--- config.mk ---
export PLATFORM = sky130hd
export DESIGN_NAME = wb_uart_tx_slave
export DESIGN_NICKNAME = d
export VERILOG_FILES = /design/src/rtl/wb_uart_tx_slave_pkg.sv /design/src/rtl/wb_uart_tx_slave_sync_fifo.sv /design/src/rtl/wb_uart_tx_slave.sv
export SDC_FILE = /design/constraint.sdc
export NUM_CORES = 1
export LEC_CHECK = 0
export BUFFER_PORTS_ARGS = -buffer_cell sky130_fd_sc_hd__buf_2
export CAP_MARGIN = 20
export CELL_PAD_IN_SITES_DETAIL_PLACEMENT = 0
export CELL_PAD_IN_SITES_GLOBAL_PLACEMENT = 1
export CORE_MARGIN = 3
export CORE_UTILIZATION = 49
export CTS_BUF_LIST = sky130_fd_sc_hd__clkbuf_4
export CTS_CLUSTER_SIZE = 30
export DETAILED_ROUTE_END_ITERATION = 10
export GPL_ROUTABILITY_DRIVEN = 0
export PLACE_DENSITY_LB_ADDON = 0.1
export SYNTH_ARGS = -nofsm -noshare
export SYNTH_HDL_FRONTEND = slang
export SYNTH_SLANG_ARGS = --single-unit
--- constraint.sdc ---
create_clock -name clk -period 3.9 [get_ports clk]
set_input_delay 0.585 -clock clk [delete_from_list [all_inputs] [get_ports clk]]
set_output_delay 0.585 -clock clk [all_outputs]
set_load 0.01 [all_outputs]
--- src/rtl/wb_uart_tx_slave_pkg.sv ---
// Shared definitions for the Wishbone UART transmit slave: register offsets,
// TX state encodings and STATUS bit layout.
package wb_uart_tx_slave_pkg;

  localparam logic UART_REG_TXDATA = 1'b0;
  localparam logic UART_REG_STATUS = 1'b1;

  typedef enum logic [1:0] {
    ST_IDLE  = 2'd0,
    ST_START = 2'd1,
    ST_DATA  = 2'd2,
    ST_STOP  = 2'd3
  } tx_state_t;

  localparam int STAT_FULL    = 0;
  localparam int STAT_EMPTY   = 1;
  localparam int STAT_BUSY    = 2;
  localparam int STAT_CNT_LSB = 3;
  localparam int STAT_CNT_MSB = 7;

  // STATUS has a 5-bit count field; deeper FIFOs clamp at 31.
  function automatic logic [4:0] sat_count5(input logic [31:0] n);
    return (n > 32'd31) ? 5'd31 : n[4:0];
  endfunction

endpackage

--- src/rtl/wb_uart_tx_slave_sync_fifo.sv ---
// Single-clock FIFO with registered occupancy count; pointers wrap modulo DEPTH.
// Push is ignored when full and pop is ignored when empty.
module sync_fifo #(
  parameter int DATA_W = 8,
  parameter int DEPTH  = 16
) (
  input  logic                       clk,
  input  logic                       rst,
  input  logic                       push,
  input  logic [DATA_W-1:0]          wdata,
  input  logic                       pop,
  output logic [DATA_W-1:0]          rdata,
  output logic                       full,
  output logic                       empty,
  output logic [$clog2(DEPTH):0]     count
);
  import wb_uart_tx_slave_pkg::*;

  localparam int AW = $clog2(DEPTH);
  localparam int CW = AW + 1;

  logic [DATA_W-1:0] mem [DEPTH];
  logic [AW-1:0]     wr_ptr;
  logic [AW-1:0]     rd_ptr;
  logic [CW-1:0]     count_q;
  logic              do_push;
  logic              do_pop;

  assign full    = (count_q == CW'(DEPTH));
  assign empty   = (count_q == '0);
  assign count   = count_q;
  assign rdata   = mem[rd_ptr];
  assign do_push = push && !full;
  assign do_pop  = pop && !empty;

  always_ff @(posedge clk) begin
    if (rst) begin
      wr_ptr  <= '0;
      rd_ptr  <= '0;
      count_q <= '0;
    end else begin
      if (do_push) wr_ptr <= wr_ptr + AW'(1);
      if (do_pop)  rd_ptr <= rd_ptr + AW'(1);
      case ({do_push, do_pop})
        2'b10:   count_q <= count_q + CW'(1);
        2'b01:   count_q <= count_q - CW'(1);
        default: count_q <= count_q;
      endcase
    end
  end

  always_ff @(posedge clk) begin
    if (do_push) mem[wr_ptr] <= wdata;
  end

endmodule

--- src/rtl/wb_uart_tx_slave.sv ---
// Wishbone classic slave that queues TXDATA byte writes and serialises them
// as 8N1 frames; ack stalls while the FIFO is full.
module wb_uart_tx_slave #(
  parameter int CLK_FREQ   = 50000000,
  parameter int BAUD       = 115200,
  parameter int FIFO_DEPTH = 16
) (
  input  logic        clk,
  input  logic        rst,
  input  logic [31:0] wishbone_addr_i,
  input  logic [31:0] wishbone_data_i,
  input  logic        wishbone_we_i,
  input  logic [3:0]  wishbone_sel_i,
  input  logic        wishbone_stb_i,
  input  logic        wishbone_cyc_i,
  output logic [31:0] wishbone_data_o,
  output logic        wishbone_ack_o,
  output logic        uart_tx_o
);
  import wb_uart_tx_slave_pkg::*;

  localparam int DIV   = CLK_FREQ / BAUD;
  localparam int CNT_W = (DIV > 1) ? $clog2(DIV) : 1;
  localparam int FCW   = $clog2(FIFO_DEPTH) + 1;

  tx_state_t        state_q;
  tx_state_t        state_d;
  logic [CNT_W-1:0] baud_cnt_q;
  logic [2:0]       bit_idx_q;
  logic [7:0]       shift_q;
  logic             baud_done;
  logic             tx_d;
  logic             pop;

  logic             fifo_full;
  logic             fifo_empty;
  logic [FCW-1:0]   fifo_count;
  logic [7:0]       fifo_rdata;

  logic             req;
  logic             sel_status;
  logic             tx_write;
  logic             accept;
  logic             push;
  logic [31:0]      status_word;
  logic             unused_inputs;

  assign unused_inputs = ^{wishbone_addr_i[31:3], wishbone_addr_i[1:0],
                           wishbone_data_i[31:8], wishbone_sel_i[3:1]};

  // A full FIFO only holds off data-carrying TXDATA writes; everything else acks.
  assign req        = wishbone_stb_i && wishbone_cyc_i && !wishbone_ack_o;
  assign sel_status = (wishbone_addr_i[2] == UART_REG_STATUS);
  assign tx_write   = wishbone_we_i && !sel_status && wishbone_sel_i[0];
  assign accept     = req && (!tx_write || !fifo_full);
  assign push       = accept && tx_write;

  always_comb begin
    status_word                             = '0;
    status_word[STAT_FULL]                  = fifo_full;
    status_word[STAT_EMPTY]                 = fifo_empty;
    status_word[STAT_BUSY]                  = (state_q != ST_IDLE);
    status_word[STAT_CNT_MSB:STAT_CNT_LSB]  = sat_count5(32'(fifo_count));
  end

  always_ff @(posedge clk) begin
    if (rst) begin
      wishbone_ack_o  <= 1'b0;
      wishbone_data_o <= '0;
    end else begin
      wishbone_ack_o <= accept;
      if (accept && !wishbone_we_i)
        wishbone_data_o <= sel_status ? status_word : '0;
    end
  end

  sync_fifo #(
    .DATA_W (8),
    .DEPTH  (FIFO_DEPTH)
  ) u_fifo (
    .clk   (clk),
    .rst   (rst),
    .push  (push),
    .wdata (wishbone_data_i[7:0]),
    .pop   (pop),
    .rdata (fifo_rdata),
    .full  (fifo_full),
    .empty (fifo_empty),
    .count (fifo_count)
  );

  assign baud_done = (baud_cnt_q == CNT_W'(DIV - 1));

  always_ff @(posedge clk) begin
    if (rst) state_q <= ST_IDLE;
    else     state_q <= state_d;
  end

  always_comb begin
    state_d = state_q;
    case (state_q)
      ST_IDLE:  if (!fifo_empty) state_d = ST_START;
      ST_START: if (baud_done) state_d = ST_DATA;
      ST_DATA:  if (baud_done && bit_idx_q == 3'd7) state_d = ST_STOP;
      ST_STOP:  if (baud_done) state_d = fifo_empty ? ST_IDLE : ST_START;
    endcase
  end

  always_comb begin
    tx_d = 1'b1;
    pop  = 1'b0;
    case (state_q)
      ST_IDLE:  pop  = !fifo_empty;
      ST_START: tx_d = 1'b0;
      ST_DATA:  tx_d = shift_q[0];
      ST_STOP:  pop  = baud_done && !fifo_empty;
    endcase
  end

  // The line is registered, so it trails the state register by one clock.
  always_ff @(posedge clk) begin
    if (rst) begin
      uart_tx_o  <= 1'b1;
      baud_cnt_q <= '0;
      bit_idx_q  <= '0;
    end else begin
      uart_tx_o <= tx_d;
      if (state_d != state_q || state_q == ST_IDLE || baud_done)
        baud_cnt_q <= '0;
      else
        baud_cnt_q <= baud_cnt_q + CNT_W'(1);
      if (state_q == ST_START && baud_done)
        bit_idx_q <= '0;
      else if (state_q == ST_DATA && baud_done)
        bit_idx_q <= bit_idx_q + 3'd1;
    end
  end

  always_ff @(posedge clk) begin
    if (pop)
      shift_q <= fifo_rdata;
    else if (state_q == ST_DATA && baud_done)
      shift_q <= {1'b0, shift_q[7:1]};
  end

endmodule
; Yosys cells after proc, flatten, opt, wreduce, memory -nomap -nowiden
; Memory sizes are Yosys's and may differ from the RTL's. A register that Yosys moved wholly into a read port is not among the register bits.
; Index checks and enable logic that the tools add are counted.
[totals]
register_bits = 69
ram_bits = 128
output_inout_bits = 34
mem_count = 1
word_cells = 71
input_bits = 73
[op_classes]
n_addsub = 6
eq_ne = 9
n_reduce_logical = 29
muxes = 16
[mem_list]
columns = name, words, word_bits, read_ports, rd_ports_with_merged_regs, write_ports, line_no
row1 = u_fifo.mem, 16, 8, 1, 1, 1, wb_uart_tx_slave_sync_fifo.sv:22  ; logic [DATA_W-1:0] mem [DEPTH];
[ops]
columns = operator, n
row1 = 8-bit 2-to-1 mux, 3
row2 = 1-bit logical AND, 13
row3 = 5-bit one-hot mux with 2 select lines, 1
row4 = 9-bit by 1-bit adder with 9-bit output (second input constant), 1
row5 = 9-bit == test (second input constant), 1
row6 = 4-bit by 1-bit adder with 4-bit output (second input constant), 2
row7 = 2-bit 2-to-1 mux, 4
row8 = 4-bit 2-to-1 mux, 2
row9 = 2-bit one-hot mux with 4 select lines, 1
row10 = 2-bit == test (second input constant), 3
row11 = 1-bit logical NOT, 6
row12 = 2-bit nonzero test, 3
row13 = 5-bit by 1-bit adder with 5-bit output (second input constant), 1
row14 = 5-bit == test (second input constant), 1
row15 = 5-bit logical NOT, 1
row16 = 5-bit by 1-bit subtractor with 5-bit output (second input constant), 1
row17 = 2-bit by 1-bit == test with 1-bit output (second input constant), 2
row18 = 1-bit one-hot mux with 2 select lines, 2
row19 = 2-bit OR reduction, 2
row20 = 3-bit by 1-bit adder with 3-bit output (second input constant), 1
row21 = 3-bit == test (second input constant), 1
row22 = 1-bit logical OR, 3
row23 = 1-bit 2-to-1 mux, 3
row24 = 2-bit logical NOT, 1
row25 = 2-bit != test, 1

; Longest topological paths before layout
; Gate-level depths: netlist (run 1).
[depth]
word_depth = 10
mapped_depth = 15
depth_no_buf = 13

; Modules after synthesis
; From an unflattened synthesis (run 1), not the netlist that was laid out.
[hier_totals]
cells_unflattened = 503
hier_area_um2 = 7546.0
[by_module_without_submodules]
columns = module, seq_area_each_um2, area_each_um2, cells_each, n_inst
row1 = sync_fifo, 4184.0, 5891.9, 330, 1
row2 = wb_uart_tx_slave, 720.7, 1654.1, 173, 1

; Least setup slack after synthesis (run 1)
; Ideal clock, no wire load.
[synth_path]
path_type = input-to-reg
from = in wishbone_addr_i[2]
to = reg u_fifo.count_q[4] (netlist: u_fifo.count[4])
setup_time_ns = 0.121
arrival_ns = 3.117
path_slack_ns = 0.662
required_time_ns = 3.779
path_stages = 13
n_path_buf = 2
cell_sequence = buf_2 -> nand3b_1 -> a211oi_2 -> inv_1 -> ha_1 -> clkbuf_1 -> xor2_1 -> ha_1 -> o21a_1 -> o21ai_0 -> nand2b_1 -> a211oi_1 -> mux2_2
[synth_via]
elab_chain_cells = 10
word_cells_on_any_way = 12
cone_classes = eq/ne (2) / mux (1) / reduce/logical (9)
[synth_rtl]
columns = element, line_no
row1 = start: declaration, wb_uart_tx_slave.sv:10  ; input logic [31:0] wishbone_addr_i,
row2 = 1-bit logical NOT (*), wb_uart_tx_slave.sv:54  ; assign tx_write = wishbone_we_i && !sel_status && wishbone_sel_i[0];
row3 = 1-bit logical AND (*) (2 in a row), wb_uart_tx_slave.sv:54
row4 = 1-bit logical NOT, wb_uart_tx_slave.sv:55  ; assign accept = req && (!tx_write || !fifo_full);
row5 = 1-bit logical OR, wb_uart_tx_slave.sv:55
row6 = 1-bit logical AND, wb_uart_tx_slave.sv:55
row7 = 1-bit logical AND (*), wb_uart_tx_slave.sv:56  ; assign push = accept && tx_write;
row8 = 1-bit logical AND (*), wb_uart_tx_slave_sync_fifo.sv:33  ; assign do_push = push && !full;
row9 = 2-bit by 1-bit == test with 1-bit output / 2-bit == test (equally long branches), wb_uart_tx_slave_sync_fifo.sv:44  ; case ({do_push, do_pop})
row10 = 5-bit one-hot mux with 2 select lines / 2-bit nonzero test (equally long branches), -
row11 = end signal: assignment, wb_uart_tx_slave_sync_fifo.sv:45  ; 2'b10: count_q <= count_q + CW'(1);
row12 = end signal: assignment, wb_uart_tx_slave_sync_fifo.sv:46  ; 2'b01: count_q <= count_q - CW'(1);
row13 = end signal: assignment, wb_uart_tx_slave_sync_fifo.sv:47  ; default: count_q <= count_q;
row14 = end: declaration, wb_uart_tx_slave_sync_fifo.sv:25  ; logic [CW-1:0] count_q;
; Mark *: on every way between the ends. The rest lies on a longest branch, timed or not.
; A chain may end at the register's enable or synchronous reset.

; Worst setup path after layout (run 1)
[layout_path]
from = reg state_q[1]
to = reg u_fifo.count_q[4] (netlist: u_fifo.count[4])
[layout_via]
elab_chain_cells = 5
word_cells_on_any_way = 8
cone_classes = eq/ne (3) / mux (2) / reduce/logical (3)
[layout_rtl]
columns = element, line_no
row1 = start: declaration, wb_uart_tx_slave.sv:26  ; tx_state_t state_q;
row2 = start signal: assignment, wb_uart_tx_slave.sv:96  ; else state_q <= state_d;
row3 = 2-bit == test / 2-bit logical NOT (equally long branches), wb_uart_tx_slave.sv:112  ; case (state_q)
row4 = 1-bit one-hot mux with 2 select lines (*), wb_uart_tx_slave.sv:112
row5 = 1-bit logical AND (*), wb_uart_tx_slave_sync_fifo.sv:34  ; assign do_pop = pop && !empty;
row6 = 2-bit by 1-bit == test with 1-bit output / 2-bit == test (equally long branches), wb_uart_tx_slave_sync_fifo.sv:44
row7 = 5-bit one-hot mux with 2 select lines / 2-bit nonzero test (equally long branches), -
; Marked as above.

==> results of run 1 <==
[synthesized netlist by cell type (3+ instances only)]
cell type and n:
mux2i_1 16, nor2b_1 3, a21oi_1 27, nor3_1 4
nand2b_1 5, ha_1 17, edfxtp_1 136, xor2_1 11
mux4_1 3, a221oi_1 4, nand3b_1 6, buf_4 28
clkbuf_1 8, nor2_1 52, a31oi_1 10, buf_1 5
inv_1 9, buf_2 9, nand2_1 45, dfxtp_1 41
mux4_2 23, a21o_1 3, nand3_1 11, o21ai_0 10
xnor2_1 5, nand4_1 3
[worst register-to-register path, cell delays in order (launching register included)]
cell and delay (ns):
dfxtp_1 0.38, inv_1 0.13, ha_1 0.33, a31oi_1 0.10, nor3_2 0.24, ha_1 0.41, xor2_1 0.12, ha_1 0.23
o21a_1 0.17, o21ai_0 0.14, nand2b_1 0.07, a211oi_1 0.26, mux2_2 0.36
[worst paths after layout]
kind         slack, ns  cells past startpoint          startpoint            endpoint
min reg2reg       0.46                      2  wishbone_data_o[2]  wishbone_data_o[2]
max               0.88                     12          state_q[1]     u_fifo.count[4]
max reg2reg       0.88                     12          state_q[1]     u_fifo.count[4]
min               0.36                      3  wishbone_addr_i[2]  wishbone_data_o[1]
[per-stage QoR]
stage | hold slack, ns | power [mW]
2_1_floorplan | 0.433 | 2.61
3_3_place_gp | 0.437 | 2.74
3_5_place_dp | 0.441 | 2.75
4_1_cts | 0.314 | 3.83
5_1_grt | 0.324 | 3.99
6_report | 0.360 | 3.80
[flip-flops by register name (all words and copies together) (netlist names), named ones only]
| name | cells |
|---|---|
| baud_cnt_q | 9 |
| bit_idx_q | 3 |
| shift_q | 8 |
| state_q | 2 |
| u_fifo.count | 5 |
| u_fifo.mem | 128 |
| u_fifo.rd_ptr | 4 |
| u_fifo.wr_ptr | 4 |
| uart_tx_o | 1 |
| wishbone_ack_o | 1 |
| wishbone_data_o | 8 |
[kinds of logic (layout without fill, tap and decap cells)]
family                   Yosys count  count (layout)  share of synthesized area
flip-flops                       177             177                      0.655
AND/OR/NAND/NOR                  144             144                     0.0909
AO/OA/AOI/OAI                     67              67                     0.0561
buffers and inverters             60              74                     0.0466
multiplexers                      44              44                      0.104
adder cells (fa/ha/maj)           17              17                     0.0284
XOR/XNOR                          16              16                     0.0187
other                              1              24                   0.000501
[power groups by stage]
stage / Sequential [mW] / Combinational, mW / Clock (mW)
4_1_cts: 2.16 / 0.547 / 1.12
2_1_floorplan: 2.17 / 0.443 / 0
6_report: 2.16 / 0.542 / 1.09
5_1_grt: 2.17 / 0.616 / 1.20
3_3_place_gp: 2.20 / 0.540 / 0
3_5_place_dp: 2.20 / 0.545 / 0
[routing by layer]
metal  global-route usage  routed length [µm]  vias up
li1                     -                   -     1952
met1                0.226                6040     2015
met2                0.299                7070      102
met3               0.0445                 677        8
met4               0.0526                 120        0
met5                    0                   0        -
[cell type report]
cell class / instances / share of cell area
clock inverter: 13 / 0.0204
multi-input combinational: 312 / 0.291
timing repair buffer: 33 / 0.0235
tap: 184 / 0.0288
clock buffer: 19 / 0.0179
sequential: 177 / 0.614
inverter: 9 / 0.00423
==> results.ini, run 1 <==
[outcome]
status=finished clean

[floorplan]
die-width_um=130
initial_core_util=0.508
core_area_um2=14800
dieArea_um2=16800
die_h_um=130
rows=44
io_pins=107

[power]
seqPwrFrac=0.569
p_int_mw=2.72
swShare=0.284
clkPwrFrac=0.288
p_leak_nw=2.68
peakVddDrop_v=0.000286
power_frac_comb=0.143
netSwitchingPower_mw=1.08
power.density_nw_per_um2=475

[cts]
clock_path_buffers=2
htree_num_levels=4
ctsHoldBuffers=0
clkTransAtPathRegs_ns=0.14
cts-root-buf=clkbuf_4
clock-sinks=177
worstSkewPairLatency_ns=0.56
tritoncts=built
ctsResizeCount=0
cts_setup_buffers=0
cts-buffers-inserted=17

[logic_synthesis]
yosysWarnings=0
syn_inst=526
synth_top_area_cell=edfxtp_1
synth-seq-cells=177
ys_seq_area_frac=0.655
avgSynthCellArea_um2=14.2
yosys-top-cells-area=edfxtp_1 55%, dfxtp_1 11%, mux4_2 6.9%
yosysUniqueCellTypes=52
async_flop_share=0
synth_area_um2=7490
yosys_most_used_dff=edfxtp_1
synth_top_area_share=0.545
synth_edf_count=136

[detailed_routing]
drtIter0Drc=320
remaining_drc_errors=0
wl_mm=13.9
viasPerCell=5.46
vias=4077
drt-pass1-iter-count=5
postRouteAntennaNets=0
post_drt_wl_per_cell_um=18.6

[sta]
tightest_slew_ns=0.958
period_minus_slack_ns=3.02
tns_ns=0
slew_viol_final=0
skew_ns=0.0215
slew_headroom=0.359
setup_viol=0
post-route-period-util=0.775
rsz0062_at_grt=no
clock.fmax_mhz=331
hold_viol_final=0
setup_ws_ns=0.877

[setup_path]
crit_chain=inv_1, ha_1, a31oi_1, nor3_2, ha_1, xor2_1, ha_1, o21a_1, o21ai_0, nand2b_1, a211oi_1, mux2_2
cp_max_fo=8
max_stage_delay_ns=0.40
cp_slowest_cell=ha_1
critPathKind=flop to flop
cpMostUsedCell=ha_1
critical-path-top-delay-family=adder cells
endpoint_kind=flop
worst-path-buf-inv=1
start_kind=flop
cp.arrival_ns=3.48
crit_required_ns=4.36

[global_routing]
grt_max_degree=34
antenna_found_initial=0
grt_pass1_vias=4020
grt_pass1_wl_mm=21.9
gr-total-overflow=0
track_usage=0.176

[cells_and_area]
fin_nets=640
final_util=0.541
area_growth_pct=6.61
mostFrequentLayoutCells=136 x edfxtp_1, 52 x nor2_1, 45 x nand2_1
finalInstanceArea_um2=7990
drive_above_1_share=0.178
diodes=0
multiInputGateArea_um2=2320
final-seq-area_um2=4910
layoutNonFillerInstCount=747
fillers=1221
final_common_cell=edfxtp_1

[place]
numPortBuffers=24
dp.cells=715
place_ws_ns=0.725
post_dp_cell_area_um2=7680
dp_hpwl_mm=9.07

[min_path]
worst_hold_path_type=input pin to flop

[run]
maxCapViolations=0

(Power assumes the default switching activity.)
==> run 2: changes to the inputs <==
ABC_AREA = 1   (was unset)
CORE_UTILIZATION = 47   (was 49)
clock period = 3.2 ns   (was 3.9 ns; I/O delays follow)
==> run 2 against run 1 <==
Global-route usage increased by 0.75 points. Largest cell class unchanged. Combinational power increased to 2.8 times the previous value. Die area increased by 6.4%. Critical path type unchanged. Register-to-register slack got worse by 0.33 ns. First-iteration DRC count increased by 2.8%. Worst hold slack got worse by 0.10 ns. Core utilization decreased by 1.9 points.
==> results.ini, run 2 <==
[setup_path]
r2r_setup_slack_ns=0.54  ; was 0.88 ns
endpoint_kind=flop  ; unchanged
cp_max_fo=6  ; was 8
worstReg2RegEnd=u_fifo.count[4]  ; unchanged
cp.arrival_ns=3.09  ; was 3.48 ns
start_kind=flop  ; unchanged
endpoint=u_fifo.count[4]  ; unchanged
r2r.worst_path.cells=15  ; was 12
cp-startpoint=state_q[0]  ; was state_q[1]
crit_required_ns=3.63  ; was 4.36 ns
r2r-start=state_q[0]  ; was state_q[1]
critPathKind=flop to flop  ; unchanged

[sta]
slew_headroom=0.547  ; was 0.359
setup_viol=0  ; unchanged
tightest_slew_ns=0.679  ; was 0.958 ns
clock.fmax_mhz=376  ; was 331 MHz
period_minus_slack_ns=2.66  ; was 3.02 ns
tns_ns=0  ; unchanged
post-route-period-util=0.830  ; was 0.775
rsz0062_at_grt=no  ; unchanged
hold_viol_final=0  ; unchanged
skew_ns=0.0176  ; was 0.0215 ns
slew_viol_final=0  ; unchanged

[cells_and_area]
fin_nets=825  ; was 640
diodes=0  ; unchanged
drive_above_1_share=0.136  ; was 0.178
area_growth_pct=8.68  ; was 6.61%
final_common_cell=nor2_1  ; was edfxtp_1
largest_register_ffs=128  ; unchanged
layoutNonFillerInstCount=964  ; was 747
top_regs=u_fifo.mem x128, baud_cnt_q x9  ; unchanged
finalInstanceArea_um2=8330  ; was 7990 µm²
fillers=1458  ; was 1221
mostFrequentLayoutCells=149 x nor2_1, 136 x edfxtp_1, 77 x o21ai_0  ; was 136 x edfxtp_1, 52 x nor2_1, 45 x nand2_1
top_register=u_fifo.mem  ; unchanged

[place]
numPortBuffers=24  ; unchanged
post_dp_cell_area_um2=8010  ; was 7680 µm²
dp_hpwl_mm=9.94  ; was 9.07 mm
dp.cells=932  ; was 715

[detailed_routing]
vias=5016  ; was 4077
post_drt_wl_per_cell_um=16.3  ; was 18.6 µm
drt-pass1-iter-count=4  ; was 5
postRouteAntennaNets=0  ; unchanged
drtIter0Drc=329  ; was 320
viasPerCell=5.20  ; was 5.46
wl_mm=15.7  ; was 13.9 mm
remaining_drc_errors=0  ; unchanged

[logic_synthesis]
synth_top_area_share=0.533  ; was 0.545
synth_area_um2=7670  ; was 7490 µm²
ys_seq_area_frac=0.640  ; was 0.655
async_flop_share=0  ; unchanged
yosys-top-cells-area=edfxtp_1 53%, dfxtp_1 11%, nor2_1 7.3%  ; was edfxtp_1 55%, dfxtp_1 11%, mux4_2 6.9%
synth-seq-cells=177  ; unchanged
yosys_most_used_dff=edfxtp_1  ; unchanged
synth_top_area_cell=edfxtp_1  ; unchanged
yosysWarnings=0  ; unchanged
avgSynthCellArea_um2=11.0  ; was 14.2 µm²
post-synth-top-count-cell=nor2_1  ; was edfxtp_1
yosysUniqueCellTypes=34  ; was 52
synth_edf_count=136  ; unchanged
synthTopCellsByCount=149 x nor2_1, 136 x edfxtp_1, 77 x o21ai_0  ; was 136 x edfxtp_1, 52 x nor2_1, 45 x nand2_1
syn_inst=700  ; was 526

[cts]
htree_num_levels=4  ; unchanged
clock_path_buffers=2  ; unchanged
ctsHoldBuffers=0  ; unchanged
ctsResizeCount=0  ; unchanged
tritoncts=built  ; unchanged
worstSkewPairLatency_ns=0.55  ; was 0.56 ns
cts-root-buf=clkbuf_4  ; unchanged
cts-buffers-inserted=17  ; unchanged
cts_setup_buffers=0  ; unchanged
clkTransAtPathRegs_ns=0.14  ; about the same
clock-sinks=177  ; unchanged

[floorplan]
core_area_um2=15900  ; was 14800 µm²
io_pins=107  ; unchanged
dieArea_um2=17900  ; was 16800 µm²
die_h_um=134  ; was 130 µm
die-width_um=134  ; was 130 µm
rows=46  ; was 44
initial_core_util=0.481  ; was 0.508

[outcome]
status=finished clean  ; unchanged

[global_routing]
grt_use_met2=0.289  ; was 0.299
grt_pass1_wl_mm=25.2  ; was 21.9 mm
grt_use_met3=0.0359  ; was 0.0445
globalRouteMet1Util=0.259  ; was 0.226
busiest_layer=met2  ; unchanged
gr-total-overflow=0  ; unchanged
antenna_found_initial=0  ; unchanged
track_usage=0.184  ; was 0.176
grt_max_degree=65  ; was 34
grt_pass1_vias=4781  ; was 4020

[min_path]
worst_hold_path_type=input pin to flop  ; unchanged

[power]
p_leak_nw=2.98  ; was 2.68 nW
peakVddDrop_v=0.000337  ; was 0.000286 V
power.density_nw_per_um2=679  ; was 475 nW/µm²

[run]
maxCapViolations=0  ; unchanged

-- run 2: cell types whose count changed in the layout (fill, tap and decap cells not counted), sizes merged, moves of 16 or more --
cell / delta
nor2: +101
nand3: +30
mux2i: -16
o211ai: +30
o21ai: +69
inv: +28
mux4: -26
-- run 2: cells by family (layout without fill, tap and decap cells) --
family                     Yosys count  count (layout)  share of synthesized area
xor gates and xnor gates            14              14                     0.0160
buffers and inverters               91             116                     0.0612
and+or+nand+nor                    254             254                      0.139
AOI/OAI and AO/OA                  146             146                      0.116
adders and majority gates           17              17                     0.0277
other                                1              24                   0.000489
DFF                                177             177                      0.640
-- run 2: how the worst min path moves through the flow --
stage                             startpoint            endpoint  slack, ns  depth (start not counted)
after floorplan                   shift_q[0]           uart_tx_o       0.43                          2
after global routing      wishbone_addr_i[2]  wishbone_data_o[5]       0.21                          3
final                     wishbone_addr_i[2]  wishbone_data_o[5]       0.26                          3
after CTS                 wishbone_addr_i[2]  wishbone_data_o[5]       0.19                          3
after global placement         baud_cnt_q[0]       baud_cnt_q[0]       0.45                          1
after detailed placement       baud_cnt_q[0]       baud_cnt_q[0]       0.45                          1
-- run 2: critical path: stages (launching register included) --
cell and delay (ns):
dfxtp_1 0.48, inv_1 0.10, ha_1 0.23, inv_1 0.24, o21ai_4 0.10, nand2_4 0.12
inv_4 0.04, ha_1 0.23, xor2_1 0.18, ha_1 0.19, a21o_1 0.17, and3_1 0.18
o21bai_1 0.13, nand2_1 0.06, nand2_1 0.06, a21oi_1 0.05
-- run 2: final cells by class --
cell class / count / area, µm² / area share
clock buffer: 17 / 128 / 0.0153
clock inverter: 15 / 193 / 0.0231
inverter: 38 / 145 / 0.0174
multi-input combinational: 455 / 2380 / 0.286
sequential: 177 / 4910 / 0.589
tap: 216 / 270 / 0.0324
timing repair buffer: 46 / 310 / 0.0372
-- run 2: stage by stage --
stage | util | total power, mW | setup WS [ns] | hold slack [ns]
2_1_floorplan | - | 3.99 | 0.693 | 0.426
3_3_place_gp | 0.503 | 4.32 | 0.459 | 0.446
3_5_place_dp | 0.503 | 4.36 | 0.412 | 0.453
4_1_cts | 0.523 | 5.73 | 0.566 | 0.194
5_1_grt | 0.523 | 6.04 | 0.347 | 0.213
6_report | 0.523 | 5.66 | 0.543 | 0.257
-- run 2: power breakdown --
group / internal [mW] / switching, mW
registers: 2.64 / 0.108
clock network: 0.568 / 0.804
logic: 0.528 / 1.01
total: 3.74 / 1.92
-- run 2: routing by layer --
metal | share of wire | vias to the layer above
li1 | - | 2469
met1 | 0.47 | 2422
met2 | 0.48 | 104
met3 | 0.036 | 21
met4 | 0.017 | 0
met5 | 0 | -
==> run 3: changes to the inputs <==
CORE_UTILIZATION = 42   (was 47)
clock period = 2.15 ns   (was 3.2 ns; I/O delays follow)
==> run 3 against run 2 <==
The run now ends with setup timing left. Sequential power rose by 47%. Combinational power rose by 90%. Fmax rose by 22%. Critical endpoint unchanged. Core utilization fell by 2.5 points. Register-to-register slack got worse by 0.58 ns. Largest power group unchanged. Flip-flop and latch count did not move. Final cell count rose by 5.7%. Clock power rose by 30%. Count of clock-buffer cells in the layout did not move. Total power rose by 54%.
==> results.ini, run 3 (synthesis results as in run 2) <==
[detailed_routing]
remaining_drc_errors=0  ; unchanged
postRouteAntennaNets=0  ; unchanged
viasPerCell=5.00  ; was 5.20
wl_mm=16.5  ; was 15.7 mm
drt-pass1-iter-count=5  ; was 4
post_drt_wl_per_cell_um=16.2  ; was 16.3 µm
drtIter0Drc=310  ; was 329
vias=5093  ; was 5016

[floorplan]
die-width_um=141  ; was 134 µm
rows=48  ; was 46
io_pins=107  ; unchanged
core_area_um2=17600  ; was 15900 µm²
initial_core_util=0.436  ; was 0.481
dieArea_um2=19900  ; was 17900 µm²
die_h_um=141  ; was 134 µm

[place]
dp.cells=980  ; was 932
numPortBuffers=24  ; unchanged
place_ws_ns=-0.127  ; was 0.412 ns
post_dp_cell_area_um2=8380  ; was 8010 µm²
dp_hpwl_mm=10.4  ; was 9.94 mm

[cells_and_area]
top_register=u_fifo.mem  ; unchanged
layoutNonFillerInstCount=1019  ; was 964
top_regs=u_fifo.mem x128, baud_cnt_q x9  ; unchanged
mostFrequentLayoutCells=146 x nor2_1, 136 x edfxtp_1, 76 x o21ai_0  ; was 149 x nor2_1, 136 x edfxtp_1, 77 x o21ai_0
area_growth_pct=14.1  ; was 8.68%
final_util=0.497  ; was 0.523
largest_register_ffs=128  ; unchanged
finalInstanceArea_um2=8750  ; was 8330 µm²
drive_above_1_share=0.214  ; was 0.136
final_common_cell=nor2_1  ; unchanged
fin_nets=870  ; was 825

[setup_path]
worstReg2RegEnd=u_fifo.count[4]  ; unchanged
crit_required_ns=2.68  ; was 3.63 ns
cpMostUsedCell=nand2_1  ; was ha_1
cp_slowest_cell=dfxtp_2  ; was dfxtp_1
crit_chain=inv_1, ha_1, inv_1, nand2_1, inv_2, nand2_4, inv_4, ha_4, xor2_2, ha_2, a21o_1, and3_4, nor2_2, nand2_1, nand2_1, nand2_1, a21oi_2  ; was inv_1, ha_1, inv_1, o21ai_4, nand2_4, inv_4, ha_1, xor2_1, ha_1, a21o_1, and3_1, o21bai_1, nand2_1, nand2_1, a21oi_1
start_kind=flop  ; unchanged
r2r.worst_path.cells=17  ; was 15
cp.arrival_ns=2.72  ; was 3.09 ns
r2r-start=state_q[0]  ; unchanged
endpoint_kind=flop  ; unchanged
r2r_setup_slack_ns=-0.03  ; was 0.54 ns
cp_max_fo=3  ; was 6
critPathKind=flop to flop  ; unchanged
max_stage_delay_ns=0.37  ; was 0.48 ns

[sta]
rsz0062_at_grt=yes  ; was no
tightest_slew_ns=0.633  ; was 0.679 ns
slew_headroom=0.577  ; was 0.547
post-route-period-util=1.02  ; was 0.830
clock.fmax_mhz=458  ; was 376 MHz
hold_ws_ns=0.110  ; was 0.257 ns
setup_viol=1  ; was 0
period_minus_slack_ns=2.18  ; was 2.66 ns
tns_ns=-0.0338  ; was 0 ns
hold_viol_final=0  ; unchanged
slew_viol_final=0  ; unchanged
skew_ns=0.0206  ; was 0.0176 ns
setup_ws_ns=-0.0338  ; was 0.543 ns

[cts]
cts-buffers-inserted=17  ; unchanged
clock-sinks=177  ; unchanged
cts-root-buf=clkbuf_4  ; unchanged
tritoncts=built  ; unchanged
htree_num_levels=4  ; unchanged
worstSkewPairLatency_ns=0.60  ; was 0.55 ns
clock_path_buffers=2  ; unchanged
clkTransAtPathRegs_ns=0.15  ; was 0.14 ns

[power]
p_leak_nw=3.18  ; was 2.98 nW
power.density_nw_per_um2=999  ; was 679 nW/µm²
peakVddDrop_v=0.000518  ; was 0.000337 V
power_mw=8.74  ; was 5.66 mW

[min_path]
worst_hold_path_type=input pin to flop  ; unchanged
holdPathEnd=state_q[1]  ; was wishbone_data_o[5]
min_from=rst  ; was wishbone_addr_i[2]
holdPathStages=2  ; was 3

[global_routing]
antenna_found_initial=1  ; was 0
gr-total-overflow=0  ; unchanged
track_usage=0.174  ; was 0.184
grt_pass1_wl_mm=26.6  ; was 25.2 mm
grt_pass1_vias=4999  ; was 4781
grt_max_degree=65  ; unchanged

[run]
maxCapViolations=0  ; unchanged

[outcome]
status=finished, violations left  ; was finished clean
violations=setup timing

-- run 3: layout make-up --
cell class	count	area [µm²]
Tap cell	225	282
Clock buffer	17	128
Timing Repair Buffer	91	661
Inverter	38	145
Antenna cell	1	2.50
Fill cell	1613	8850
Sequential cell	177	4910
Clock inverter	15	140
Multi-Input combinational cell	455	2480
-- run 3: report_power, final --
group,internal [mW],switching [mW]
Combinational,1.19,1.74
Sequential,3.94,0.0933
Clock,0.511,1.27
-- run 3: worst max path at each step --
stage / end / cells past startpoint / slack (ns) / startpoint
2_1_floorplan: u_fifo.count[4] / 17 / -0.16 / baud_cnt_q[0]
3_3_place_gp: u_fifo.count[4] / 17 / -0.06 / baud_cnt_q[1]
3_5_place_dp: u_fifo.count[4] / 17 / -0.13 / u_fifo.count[2]
4_1_cts: u_fifo.count[4] / 18 / -0.07 / baud_cnt_q[1]
5_1_grt: u_fifo.count[4] / 18 / -0.18 / baud_cnt_q[1]
6_report: u_fifo.count[4] / 17 / -0.03 / state_q[0]
-- run 3: routing by layer --
metal	track usage	up-vias	part of all wire
met5	0	-	0
met4	0.0551	0	0.011
met3	0.0265	14	0.031
met2	0.292	79	0.50
met1	0.232	2447	0.46
li1	-	2553	-
-- run 3: worst max-delay path: cells and delay by family, from the launching register on --
family                   cells  cell delay [ns]
buffers and inverters        4             0.18
AO/OA/AOI/OAI                2             0.28
XOR/XNOR                     1             0.14
flip-flops                   1             0.37
AND/OR/NAND/NOR              7             0.57
adder cells (fa/ha/maj)      3             0.60
-- run 3: what timing repair did --
action	CTS	global route
endpoints found under the setup margin	3	3
setup buffers	5	1
hold buffers	0	0
cloned	0	0
endpoints found under the hold margin	0	0
pin swaps	8	4
gates resized for setup	8	7
